[src/rtl/fp_operand_unpacker.sv]
// rtl/fp_operand_unpacker.sv - two-stage IEEE754 single-precision operand decoder feeding an FP adder
module fp_operand_unpacker #(
    parameter int FLUSH_SUBNORMAL = 0
) (
    input  logic        clk,
    input  logic        rst,
    input  logic        in_valid,
    output logic        in_ready,
    input  logic [31:0] in_num1,
    input  logic [31:0] in_num2,
    input  logic        in_add_sub,
    output logic        out_valid,
    input  logic        out_ready,
    output logic [31:0] num1,
    output logic [31:0] num2,
    output logic [7:0]  exp_num1,
    output logic [7:0]  exp_num2,
    output logic        sign_num1,
    output logic        sign_num2,
    output logic [22:0] mantissa_num1,
    output logic [22:0] mantissa_num2,
    output logic        normilized_bit_num1,
    output logic        normilized_bit_num2,
    output logic        add_sub,
    output logic [2:0]  class_num1,
    output logic [2:0]  class_num2,
    output logic        special_valid,
    output logic [31:0] special_result
);
    localparam logic [2:0] CLS_ZERO = 3'd0;
    localparam logic [2:0] CLS_SUB  = 3'd1;
    localparam logic [2:0] CLS_NORM = 3'd2;
    localparam logic [2:0] CLS_INF  = 3'd3;
    localparam logic [2:0] CLS_QNAN = 3'd4;
    localparam logic [2:0] CLS_SNAN = 3'd5;
    localparam logic [31:0] CANON_NAN = 32'h7FC00000;

    typedef struct packed {
        logic [2:0]  cls;
        logic        nbit;
        logic [7:0]  exp;
        logic [22:0] mant;
    } dec_t;

    function automatic dec_t decode(input logic [31:0] v);
        dec_t d;
        d = '0;
        if (v[30:23] == 8'h00) begin
            if (v[22:0] != 23'd0 && FLUSH_SUBNORMAL == 0) begin
                d.cls  = CLS_SUB;
                d.exp  = 8'd1;
                d.mant = v[22:0];
            end
        end else if (v[30:23] == 8'hFF) begin
            d.exp  = 8'hFF;
            d.nbit = 1'b1;
            d.mant = v[22:0];
            if (v[22:0] == 23'd0)
                d.cls = CLS_INF;
            else if (v[22])
                d.cls = CLS_QNAN;
            else
                d.cls = CLS_SNAN;
        end else begin
            d.cls  = CLS_NORM;
            d.exp  = v[30:23];
            d.nbit = 1'b1;
            d.mant = v[22:0];
        end
        return d;
    endfunction

    logic        s1_valid;
    logic [31:0] s1_num1;
    logic [31:0] s1_num2;
    logic        s1_add_sub;
    logic        s2_load;

    dec_t        d1;
    dec_t        d2;
    logic        nan_any;
    logic        inf1;
    logic        inf2;
    logic        eff_sign2;
    logic        spec_v;
    logic [31:0] spec_r;

    assign in_ready = !s1_valid | (!out_valid | out_ready);
    assign s2_load  = s1_valid & (!out_valid | out_ready);

    // Special-operand bypass is computed from S1 so it lands in S2 alongside the decoded fields.
    always_comb begin
        d1        = decode(s1_num1);
        d2        = decode(s1_num2);
        nan_any   = (d1.cls == CLS_QNAN) || (d1.cls == CLS_SNAN) ||
                    (d2.cls == CLS_QNAN) || (d2.cls == CLS_SNAN);
        inf1      = (d1.cls == CLS_INF);
        inf2      = (d2.cls == CLS_INF);
        eff_sign2 = s1_num2[31] ^ s1_add_sub;
        spec_v    = 1'b0;
        spec_r    = 32'd0;
        if (nan_any || (inf1 && inf2 && (s1_num1[31] != eff_sign2))) begin
            spec_v = 1'b1;
            spec_r = CANON_NAN;
        end else if (inf1) begin
            spec_v = 1'b1;
            spec_r = {s1_num1[31], 8'hFF, 23'd0};
        end else if (inf2) begin
            spec_v = 1'b1;
            spec_r = {eff_sign2, 8'hFF, 23'd0};
        end
    end

    always_ff @(posedge clk) begin
        if (rst) begin
            s1_valid   <= 1'b0;
            s1_num1    <= 32'd0;
            s1_num2    <= 32'd0;
            s1_add_sub <= 1'b0;
        end else if (in_ready) begin
            s1_valid <= in_valid;
            if (in_valid) begin
                s1_num1    <= in_num1;
                s1_num2    <= in_num2;
                s1_add_sub <= in_add_sub;
            end
        end
    end

    always_ff @(posedge clk) begin
        if (rst) begin
            out_valid           <= 1'b0;
            num1                <= 32'd0;
            num2                <= 32'd0;
            exp_num1            <= 8'd0;
            exp_num2            <= 8'd0;
            sign_num1           <= 1'b0;
            sign_num2           <= 1'b0;
            mantissa_num1       <= 23'd0;
            mantissa_num2       <= 23'd0;
            normilized_bit_num1 <= 1'b0;
            normilized_bit_num2 <= 1'b0;
            add_sub             <= 1'b0;
            class_num1          <= 3'd0;
            class_num2          <= 3'd0;
            special_valid       <= 1'b0;
            special_result      <= 32'd0;
        end else if (s2_load) begin
            out_valid           <= 1'b1;
            num1                <= s1_num1;
            num2                <= s1_num2;
            exp_num1            <= d1.exp;
            exp_num2            <= d2.exp;
            sign_num1           <= s1_num1[31];
            sign_num2           <= s1_num2[31];
            mantissa_num1       <= d1.mant;
            mantissa_num2       <= d2.mant;
            normilized_bit_num1 <= d1.nbit;
            normilized_bit_num2 <= d2.nbit;
            add_sub             <= s1_add_sub;
            class_num1          <= d1.cls;
            class_num2          <= d2.cls;
            special_valid       <= spec_v;
            special_result      <= spec_r;
        end else if (out_ready) begin
            out_valid <= 1'b0;
        end
    end
endmodule
[config.mk]
export PLATFORM = sky130hd
export DESIGN_NAME = fp_operand_unpacker
export DESIGN_NICKNAME = d
export VERILOG_FILES = /design/src/rtl/fp_operand_unpacker.sv
export SDC_FILE = /design/constraint.sdc
export NUM_CORES = 1
export LEC_CHECK = 0
export ABC_AREA = 1
export BUFFER_PORTS_ARGS = -buffer_cell sky130_fd_sc_hd__buf_2
export CAP_MARGIN = 10
export CORE_MARGIN = 2
export CORE_UTILIZATION = 56
export CTS_BUF_LIST = sky130_fd_sc_hd__clkbuf_8
export DETAILED_ROUTE_END_ITERATION = 7
export PLACE_DENSITY = 0.9
export SLEW_MARGIN = 20
export SYNTH_ARGS = -nofsm -noshare
export SYNTH_HDL_FRONTEND = slang
export SYNTH_SLANG_ARGS = --single-unit
[constraint.sdc]
create_clock -name clk -period 3.2 [get_ports clk]
set_clock_uncertainty 0.2 [all_clocks]
set_input_delay 0.64 -clock clk [delete_from_list [all_inputs] [get_ports clk]]
set_output_delay 0.64 -clock clk [all_outputs]
set_load 0.05 [all_outputs]
==> results_tabular.tex <==
\begin{tabular}{lr}
\hline
Metric & Value \\
\hline
\multicolumn{2}{l}{\textbf{STA}} \\
\quad Maximum clock frequency & 466 MHz \\
\quad Worst Tran Pin Value & 0.813 ns \\
\quad Final WS setup & 1.05 ns \\
\quad Final count of negative-setup-slack endpoints & 0 \\
\quad Fin. Hold Viols & 0 \\
\quad Setup repair after global routing missed its margin & false \\
\quad Portion of the clock cycle consumed by the worst path in the final layout & 67.0\% \\
\quad Summed negative setup slack over all endpoints & 0 ns \\
\quad Post-route minimum period & 2.15 ns \\
\quad Final count of pins violating max slew & 0 \\
\quad Worst slew margin & 45.8\% \\
\multicolumn{2}{l}{\textbf{Min path}} \\
\quad Worst min-delay path class & in2reg \\
\quad Min-delay src & in\_num2[6] \\
\quad Endpoint, Worst Hold & s1\_num2[6] \\
\quad Hold-critical path depth & 3 \\
\multicolumn{2}{l}{\textbf{Placement}} \\
\quad Post-detailed-placement half-perimeter wirelength & 12500 um \\
\quad Post-place instance area & 8410 sq um \\
\quad Final estimated routing congestion in global placement & 0.791 \\
\quad Port-buffer cells & 218 \\
\quad DP Worst Slack & 0.983 ns \\
\multicolumn{2}{l}{\textbf{Synth}} \\
\quad Area of the mapped netlist & 7410 sq um \\
\quad Average instance area after synthesis & 7.91 sq um \\
\quad Synth warn & 0 \\
\quad Cell taking the most area after synthesis & dfxtp\_1 \\
\quad Yosys top cell area share & 55.3\% \\
\quad Instance count of the mapped netlist & 937 \\
\quad Fraction of the yosys area taken by sequential cells & 55.3\% \\
\quad Number of flops mapped to enable cells by yosys & 0 \\
\quad Number of synthesized register bits & 205 \\
\quad Async set-reset flop share out of synthesis & 0\% \\
\quad Top area cells in the synthesized netlist & dfxtp\_1 (55\%), nand2\_1 (11\%), a21oi\_1 (9.2\%) \\
\quad Dominant register cell in the synthesized netlist & dfxtp\_1 \\
\quad Library cells used by synthesis & 29 \\
\multicolumn{2}{l}{\textbf{Global routing}} \\
\quad Largest net degree at the start of global routing & 130 \\
\quad Routing usage on met1 & 33.0\% \\
\quad Number of global-route vias before repair & 6243 \\
\quad Routing usage on met3 & 5.56\% \\
\quad Global routing's busiest layer & met2 \\
\quad Overall routing resource usage & 25.9\% \\
\quad Antenna violations before repair & 1 \\
\quad First-pass GRT wire length & 29900 um \\
\quad Remaining global-route overflow & 0 \\
\quad Met2 Track Usage GR & 43.7\% \\
\multicolumn{2}{l}{\textbf{Clocking}} \\
\quad Number of buffers on the longest clock path & 3 \\
\quad Clock-pin slew on the worst setup and hold paths & 0.06 ns \\
\quad Post-cts gate resize count & 0 \\
\quad Post-CTS setup buffers & 0 \\
\quad TritonCTS clock tree & yes \\
\quad CTS Sinks & 205 \\
\quad Clock buffers created by TritonCTS & 34 \\
\quad Clk Latency, worst-skew pair & 0.48 ns \\
\quad Maximum level of the CTS H-tree & 2 \\
\quad CTS root buffer & clkbuf\_8 \\
\quad Hold bufs inserted after CTS & 0 \\
\multicolumn{2}{l}{\textbf{Cells and area}} \\
\quad Final-stage net count & 1199 \\
\quad Most frequent cells in the layout & buf\_2 (217), nand2\_1 (210), dfxtp\_1 (205), nor2\_1 (165), a21oi\_1 (136) \\
\quad Leading cell type in the layout, fill and taps excluded & buf\_2 \\
\quad Post-layout utilization of the core & 69.3\% \\
\quad Area overhead of the layout relative to synthesis & 22.3\% \\
\quad Non-Filler Cell Area, Final & 9070 sq um \\
\quad Share of final-layout standard cells stronger than drive strength 1 & 25.8\% \\
\multicolumn{2}{l}{\textbf{Floorplanning}} \\
\quad Area enclosed by the die boundary & 14200 sq um \\
\quad Starting utilization of the core area & 56.7\% \\
\quad Area of the placeable core & 13100 sq um \\
\quad Vertical die dimension & 119 um \\
\quad Std-Cell Rows & 42 \\
\quad Die Span X & 119 um \\
\quad Number of I/O pins & 241 \\
\multicolumn{2}{l}{\textbf{Worst setup path}} \\
\quad Data required, critical path & 2.36 ns \\
\quad Stage delay of the slowest cell on the critical path & 0.49 ns \\
\quad Crit path DAT & 1.31 ns \\
\quad Critical path fanouts, max & 10 \\
\quad Worst setup SP type & flip-flop \\
\quad Critical path endpoint category & output port \\
\quad Buf/Inv on CP & 1 \\
\quad Cells along the critical path & buf\_2 \\
\quad Crit path kind & reg2out \\
\quad Worst reg2reg startpoint & s1\_valid \\
\quad Reg2reg path depth & 6 \\
\quad Slowest stage cell, crit path & dfxtp\_1 \\
\quad Reg-to-reg setup timing slack & 1.32 ns \\
\quad FF-to-FF End & s1\_num1[11] \\
\quad Worst path top cell family by delay & flip-flops \\
\quad Critical path depth & 1 \\
\multicolumn{2}{l}{\textbf{Power}} \\
\quad Final Total Pwr & 5.73 mW \\
\quad Internal Dissipation & 4.09 mW \\
\quad Total power divided by cell area & 632 nW/um\^{}2 \\
\quad Reported leakage power & 4.16 nW \\
\quad Clock share of power & 38.2\% \\
\quad IR Drop Worst-Case VDD & 402 uV \\
\quad Combinational power share & 13.5\% \\
\quad Power dissipated by switching net loads & 1.64 mW \\
\quad Switching share of power & 28.7\% \\
\quad Relative contribution of sequential cells to total power & 48.3\% \\
\multicolumn{2}{l}{\textbf{Detailed routing}} \\
\quad Count of TritonRoute iterations in the first routing pass & 7 \\
\quad Number of violations reported at the end of detailed-routing iteration 0 & 489 \\
\quad Vias post-DR & 6747 \\
\quad DRC & 0 \\
\quad Average vias per placed instance & 5.08 \\
\quad Antenna-violating nets left & 0 \\
\quad Detail-routed net length per standard cell & 14.0 um \\
\quad Wire length reported by the detailed router & 18600 um \\
\multicolumn{2}{l}{\textbf{Status}} \\
\quad Outcome & complete, no violations \\
\multicolumn{2}{l}{\textbf{Run}} \\
\quad Max\_cap viols & 0 \\
\hline
\end{tabular}
==> registers in the layout, summed over array words and instances (netlist names), 3 cells and up <==
signal and flops:
exp_num2 8, s1_num1 32, class_num2 3, num2 32
mantissa_num1 23, mantissa_num2 23, exp_num1 8, special_result 3
class_num1 3, s1_num2 32, num1 32
==> logic make-up after synthesis <==
kind of cell    synth area share, %
other cells                  0.0506
compound gates                 14.7
flops                          55.3
xor+xnor                      0.118
buf+inv                        7.85
simple gates                   21.9
==> area by class of cell <==
| class | instances | area [sq um] |
|---|---|---|
| Sequential cell | 205 | 4100 |
| Fill cell | 1064 | 4020 |
| Multi-Input combinational cell | 644 | 2820 |
| Timing Repair Buffer | 227 | 1200 |
| Clock buffer | 44 | 606 |
| Tap cell | 176 | 220 |
| Inverter | 18 | 67.6 |
| Clock inverter | 12 | 52.6 |
| Antenna cell | 1 | 2.50 |
==> worst max path at each step <==
| stage | from | to | slack [ns] |
|---|---|---|---|
| 6_report | special_result[30] | special_result[27] | 1.05 |
| 5_1_grt | special_result[30] | special_result[27] | 1.01 |
| 4_1_cts | special_result[30] | special_result[27] | 1.03 |
| 3_5_place_dp | out_ready | s1_num1[8] | 0.98 |
| 3_3_place_gp | out_ready | s1_num2[6] | 1.03 |
| 2_1_floorplan | out_valid | s1_num1[29] | 0.92 |
==> metrics by stage <==
stage,cells,hold slack (ns)
2_1_floorplan,958,0.244
6_report,1327,0.210
5_1_grt,1327,0.211
3_3_place_gp,1270,0.250
3_5_place_dp,1270,0.252
4_1_cts,1326,0.190
==> cell usage after synthesis, types with 2 or more instances <==
| master | number |
|---|---|
| nand2_1 | 212 |
| dfxtp_1 | 205 |
| nor2_1 | 165 |
| a21oi_1 | 136 |
| o21ai_0 | 76 |
| buf_2 | 33 |
| buf_4 | 32 |
| clkbuf_1 | 21 |
| inv_1 | 16 |
| nand3_1 | 6 |
| nor2_2 | 6 |
| nor3_1 | 4 |
| buf_1 | 3 |
| nand3_2 | 3 |
| a31oi_1 | 2 |
| inv_2 | 2 |
| nand2_2 | 2 |
| nand4_1 | 2 |
==> power groups by stage <==
stage	logic [mW]	registers, mW	clock network (mW)
CTS	0.777	2.77	2.22
global placement	0.762	2.82	0
global route	0.839	2.78	2.35
finish	0.776	2.77	2.19
detailed placement	0.774	2.82	0
floorplan	0.397	3.03	0
==> per-layer routing <==
layer	wire length, um	up-vias	share of wire [%]
met2	9050	258	49
met3	1290	34	6.9
met5	0	-	0
met1	7880	3105	42
met4	421	0	2.3
li1	-	3350	-
No activity file was read; power rests on OpenSTA's default activity.
